===== src/rtl/toggle_cover_pkg.sv =====
// Shared definitions for the toggle coverage collector: mode encodings and
// helpers for sizing the coverage point space and the handshake counter.
package toggle_cover_pkg;

  localparam int TOGGLE_LEVEL = 0;
  localparam int TOGGLE_EDGE  = 1;

  // Number of coverage points produced by a monitored bus of the given width.
  function automatic int cover_points(input int width, input int mode);
    return (mode == TOGGLE_EDGE) ? 2 * width : width;
  endfunction

  // Bits needed to count from 0 up to and including npts.
  function automatic int count_width(input int npts);
    return $clog2(npts + 1);
  endfunction

endpackage


===== src/rtl/cover_event_fifo.sv =====
// Small synchronous FIFO carrying coverage event indices. Full and empty are
// registered so the producer can decide on enqueue from start-of-cycle state.
module cover_event_fifo #(
  parameter int DEPTH  = 4,
  parameter int DATA_W = 32
) (
  input  logic              clock,
  input  logic              reset,
  input  logic              flush,
  input  logic              push,
  input  logic [DATA_W-1:0] push_data,
  input  logic              pop,
  output logic [DATA_W-1:0] head_data,
  output logic              full,
  output logic              empty
);

  localparam int AW = $clog2(DEPTH);

  logic [DATA_W-1:0] mem [DEPTH];
  logic [AW-1:0]     wr_ptr;
  logic [AW-1:0]     rd_ptr;
  logic [AW:0]       count;
  logic [AW:0]       next_count;
  logic              do_push;
  logic              do_pop;

  assign do_push   = push & ~full;
  assign do_pop    = pop & ~empty;
  assign head_data = mem[rd_ptr];

  // Occupancy after this edge; a simultaneous push and pop leaves it unchanged.
  always_comb begin
    next_count = count;
    if (do_push && !do_pop) begin
      next_count = count + 1'b1;
    end else if (do_pop && !do_push) begin
      next_count = count - 1'b1;
    end
  end

  // Pointer, occupancy and flag bookkeeping; flush behaves like a reset.
  always_ff @(posedge clock) begin
    if (!reset || flush) begin
      wr_ptr <= '0;
      rd_ptr <= '0;
      count  <= '0;
      full   <= 1'b0;
      empty  <= 1'b1;
    end else begin
      if (do_push) begin
        wr_ptr <= wr_ptr + 1'b1;
      end
      if (do_pop) begin
        rd_ptr <= rd_ptr + 1'b1;
      end
      count <= next_count;
      full  <= (next_count == (AW + 1)'(DEPTH));
      empty <= (next_count == '0);
    end
  end

  // Storage array; contents need no reset because the pointers gate reads.
  always_ff @(posedge clock) begin
    if (do_push) begin
      mem[wr_ptr] <= push_data;
    end
  end

endmodule


===== src/rtl/toggle_cover_collector.sv =====
// Toggle coverage collector: watches a bus, records the first hit of each
// coverage point, and reports every point exactly once through an event FIFO.
module toggle_cover_collector
  import toggle_cover_pkg::*;
#(
  parameter int WIDTH       = 6,
  parameter int TOGGLE_MODE = 1,
  parameter int COVER_INDEX = 0,
  parameter int IDX_W       = 32,
  parameter int DEPTH       = 4
) (
  input  logic                                                      clock,
  input  logic                                                      reset,
  input  logic [WIDTH-1:0]                                          valid,
  input  logic                                                      enable,
  input  logic                                                      clear,
  output logic                                                      ev_valid,
  input  logic                                                      ev_ready,
  output logic [IDX_W-1:0]                                          ev_index,
  output logic [count_width(cover_points(WIDTH, TOGGLE_MODE))-1:0] covered_count,
  output logic                                                      all_covered
);

  localparam int NPTS  = cover_points(WIDTH, TOGGLE_MODE);
  localparam int CNT_W = count_width(NPTS);

  logic [WIDTH-1:0] prev;
  logic             prev_ok;
  logic [NPTS-1:0]  hit;
  logic [NPTS-1:0]  seen;
  logic [NPTS-1:0]  pending;
  logic [NPTS-1:0]  sel_onehot;
  logic             sel_any;
  logic [IDX_W-1:0] sel_offset;
  logic [IDX_W-1:0] head_data;
  logic             fifo_full;
  logic             fifo_empty;
  logic             enqueue;
  logic             dequeue;

  // Previous bus value, sampled every cycle so edge detection never goes stale.
  always_ff @(posedge clock) begin
    prev <= valid;
  end

  // prev only becomes trustworthy one cycle after reset or clear lets go.
  always_ff @(posedge clock) begin
    if (!reset || clear) begin
      prev_ok <= 1'b0;
    end else begin
      prev_ok <= 1'b1;
    end
  end

  if (TOGGLE_MODE == TOGGLE_EDGE) begin : g_edge
    // Rise lands on the even point, fall on the odd point of each bit.
    always_comb begin
      hit = '0;
      for (int i = 0; i < WIDTH; i++) begin
        hit[2*i]   = enable & prev_ok & valid[i] & ~prev[i];
        hit[2*i+1] = enable & prev_ok & ~valid[i] & prev[i];
      end
    end
  end else begin : g_level
    logic unused_prev;
    assign unused_prev = ^{prev, prev_ok};
    assign hit         = valid & {WIDTH{enable}};
  end

  // Lowest-index pending point wins the single enqueue slot each cycle.
  always_comb begin
    sel_any    = 1'b0;
    sel_onehot = '0;
    sel_offset = '0;
    for (int i = NPTS - 1; i >= 0; i--) begin
      if (pending[i]) begin
        sel_any        = 1'b1;
        sel_onehot     = '0;
        sel_onehot[i]  = 1'b1;
        sel_offset     = IDX_W'(i);
      end
    end
  end

  assign enqueue = sel_any & ~fifo_full & ~clear;
  assign dequeue = ev_valid & ev_ready & ~clear;

  // First hits set seen and pending; a pending bit drops once its event is queued.
  always_ff @(posedge clock) begin
    if (!reset || clear) begin
      seen    <= '0;
      pending <= '0;
    end else begin
      seen    <= seen | hit;
      pending <= (pending & ~(sel_onehot & {NPTS{enqueue}})) | (hit & ~seen);
    end
  end

  // Count completed handshakes since the last reset or clear.
  always_ff @(posedge clock) begin
    if (!reset || clear) begin
      covered_count <= '0;
    end else if (dequeue) begin
      covered_count <= covered_count + 1'b1;
    end
  end

  assign all_covered = (covered_count == CNT_W'(NPTS));
  assign ev_valid    = ~fifo_empty;
  assign ev_index    = fifo_empty ? '0 : head_data;

  cover_event_fifo #(
    .DEPTH  (DEPTH),
    .DATA_W (IDX_W)
  ) u_fifo (
    .clock     (clock),
    .reset     (reset),
    .flush     (clear),
    .push      (enqueue),
    .push_data (IDX_W'(COVER_INDEX) + sel_offset),
    .pop       (dequeue),
    .head_data (head_data),
    .full      (fifo_full),
    .empty     (fifo_empty)
  );

endmodule

===== config.mk =====
export PLATFORM = sky130hd
export DESIGN_NAME = toggle_cover_collector
export DESIGN_NICKNAME = d
export VERILOG_FILES = /design/src/rtl/toggle_cover_pkg.sv /design/src/rtl/cover_event_fifo.sv /design/src/rtl/toggle_cover_collector.sv
export SDC_FILE = /design/constraint.sdc
export NUM_CORES = 1
export LEC_CHECK = 0
export CAP_MARGIN = 15
export CORE_MARGIN = 10
export CORE_UTILIZATION = 35
export CTS_CLUSTER_SIZE = 40
export DETAILED_ROUTE_END_ITERATION = 12
export DONT_BUFFER_PORTS = 1
export GPL_ROUTABILITY_DRIVEN = 0
export SYNTH_ARGS = -nofsm -noshare
export SYNTH_HDL_FRONTEND = slang
export SYNTH_SLANG_ARGS = --single-unit

===== constraint.sdc =====
create_clock -name clock -period 1.9 [get_ports clock]
set_input_delay 0.285 -clock clock [delete_from_list [all_inputs] [get_ports clock]]
set_output_delay 0.285 -clock clock [all_outputs]
set_load 0.05 [all_outputs]

==> results.yml <==
setup_path:
  slowest_stage: "mux4_2"
  critPathMaxFanout: 4
  crit_type: "reg2out"
  reg2reg_slack_ns: 0.15
  crit_arrival_ns: 1.48
  max_stage_delay_ns: 0.51
  required_ns: 1.62
  crit_chain: "mux4_2 > and2_4"
  reg2reg_depth: 7
  timing.rr.start: "pending[10]"
  timing.rr.end: "pending[7]"
  crit_buf_inv: 0
  crit_path_end_kind: "output pin"
  critPathTopFamily: "multiplexers"
  start_kind: "flop"
power:
  ir_worst_vdd_mv: 0.4571
  power_density_nw_per_um2: 814.0
  p_comb_share_pct: 9.2
  p_sw_share_pct: 26.76
  pwr-share-clk_pct: 37.4
  total_power_mw: 2.577
  p_int_mw: 1.887
  power.leakage_nw: 1.198
  switching_power_mw: 0.6896
  pwr-share-seq_pct: 53.4
placed_design:
  placedCellCount: 385
  portBuffers: 0
  dp_slack_ns: 0.02442
  dpl.hpwl_um: 3605
floorplanning:
  die_area_um2: 11900
  row_count: 32
  dieWidth_um: 109.1
  chipHeight_um: 109.1
  io_pins: 49
  start_util_pct: 35.96
  core-area_um2: 7727
logic_synthesis:
  synth_cells: 270
  netlist_area_um2: 2779
  synth_cell_types: 42
  avgSynthCellArea_um2: 10.29
  yosys-top-cells-area: "dfxtp_1 33%, edfxtp_1 17%, buf_4 7.6%"
  netlist.area_leader.share_pct: 33.14
  seq_area_frac_synth_pct: 50.43
  yosysWarnings: 0
  yosysTopAreaCell: "dfxtp_1"
  ys_ff_latch: 62
clock_network:
  cts_sinks: 62
  cts_setup_buffers: 0
  cts_tree: "done"
  clk_latency_ns: 0.34
  clk_path_buf_depth: 2
  numCtsBuffers: 9
  clk_pin_slew_ns: 0.07
  root_buffer: "clkbuf_8"
  htreeDepth: 3
sta:
  tns_ns: 0
  rsz0062_at_grt: "false"
  finalCritPeriodShare_pct: 93.02
  hold_viol_final: 0
  worst_pin_slew_ns: 0.5020
  fmax_mhz: 565.8
  fin_worst_skew_ns: 0.006925
  drv_slew: 0
  whs_ns: 0.1327
  min_period_ns: 1.767
  setup_ws_ns: 0.1327
  setup_viol: 0
  maxSlewHeadroom_pct: 66.28
finish:
  drive_gt1_share_pct: 19.02
  regArea_um2: 1403
  diodes: 0
  final_cells: 407
  multiInputGateArea_um2: 1187
  fillerInstances: 782
  area_delta_synth_final_pct: 13.91
  final_nets: 319
min_path:
  min_path_cells: 3
  hold_path.class: "in2reg"
  hold_start: "valid[2]"
  min_to: "pending[5]"
run:
  cap_violations: 0
routing:
  drc: 0
  routed-wl-met3_um: 435
  drt-met1-wl_um: 2055
  viasPerCell: 4.283
  wire_per_inst_um: 11.56
  vias: 1743
  wl_met2_um: 2159
  topRoutingLayerUsed: "met4"
  drtIter0Drc: 43
  drtAntennaViolNets: 0
  first_pass_iters: 4
  routed_wirelength_um: 4706
grt:
  grt_overflow: 0
  grt_pass1_wl_um: 7810
  antenna_found_initial: 0
  track_usage_pct: 8.538
  grt_pass1_vias: 1671
  grt_max_degree: 17
outcome:
  status: "completed"
-- metrics by stage --
step	area [um2]	util (%)
final	3166	40.97
after global routing	3166	40.97
after CTS	3151	40.77
after detailed placement	2918	37.76
after global placement	2918	37.76
after floorplan	2880	-
-- timing repair --
action | 4_1_cts | 5_1_grt
setup endpoints to repair | 4 | 10
endpoints found under the hold margin | 6 | 0
hold buffers | 6 | 0
gates resized for setup | 5 | 6
-- power groups by stage --
stage / clock [mW] / combinational (mW) / sequential (mW)
floorplan: 0 / 0.244 / 1.41
global placement: 0 / 0.223 / 1.41
detailed placement: 0 / 0.224 / 1.41
CTS: 1.01 / 0.235 / 1.38
global route: 1.08 / 0.254 / 1.38
finish: 0.963 / 0.237 / 1.38
-- cells in the final DEF (no fill, tap or decap), types with 4 or more instances in the layout --
cell type and count:
a21oi_1 14, conb_1 28, and2_4 4, dlygate4sd3_1 6, ha_1 8, clkbuf_8 9
mux4_2 4, a22oi_1 4, xnor2_1 4, edfxtp_1 16, and2_1 5, inv_1 17
nor2_1 47, nand2_1 6, o21ai_0 4, dfxtp_1 45, buf_4 19, nand2b_1 9
nor3b_1 12
-- worst max path at each step --
stage | start | to | slack (ns) | depth (start not counted)
floorplan | pending[8] | pending[7] | 0.22 | 7
global placement | pending[11] | u_fifo.full | 0.12 | 7
detailed placement | pending[11] | u_fifo.full | 0.02 | 7
CTS | pending[11] | u_fifo.full | 0.008 | 7
global route | pending[10] | pending[7] | 0.01 | 7
finish | flop | ev_index[1] | 0.13 | 2
-- state kept, by name (all words and copies together) (netlist names), named ones only --
name	count
seen	12
u_fifo.mem	16
u_fifo.full	1
u_fifo.wr_ptr	2
u_fifo.rd_ptr	2
u_fifo.count	3
pending	12
prev	6
covered_count	4
prev_ok	1
u_fifo.empty	1
-- layout make-up --
cell class                 count  share of cell area (%)
tap                          102                   4.032
sequential                    62                   44.31
inverter                      18                   2.134
timing repair buffer          26                   6.759
clock inverter                 6                   1.225
clock buffer                  10                   4.032
multi-input combinational    183                   37.51
-- worst reg2reg max path, delay by kind of cell (launching register included) --
kind,cells,cell delay [ns]
simple gates,3,0.53
compound gates,3,0.53
flops,1,0.39
buf+inv,1,0.20
-- metal layers --
layer	up-vias	track usage, %
met3	8	5.192
met4	0	3.672
met5	-	0
met2	37	12.64
met1	789	9.698
li1	909	-
-- cells in the mapped netlist (all sizes together) --
library cell	count
nor2	47
xnor2	5
a22oi	6
inv	18
clkbuf	3
nand2	6
or3	2
mux2	1
nor2b	4
and2b	1
o41ai	1
nand4	1
and3	1
ha	8
nand2b	9
o31ai	2
nor3	2
buf	31
a311oi	1
mux4	4
a21oi	15
a211oi	1
nor3b	13
o21ai	7
o21bai	2
edfxtp	16
and2	9
dfxtp	46
conb	1
nor4	4
xor2	3
-- kinds of logic after synthesis --
group | after synthesis | share of synthesized area (%)
adder cells (fa/ha/maj) | 8 | 3.602
XOR/XNOR | 8 | 2.792
AO/OA/AOI/OAI | 35 | 8.284
other | 1 | 0.1349
buffers and inverters | 52 | 11.08
multiplexers | 5 | 3.647
flip-flops | 62 | 50.43
AND/OR/NAND/NOR | 99 | 20.04
No activity file was read; power rests on OpenSTA's default activity.
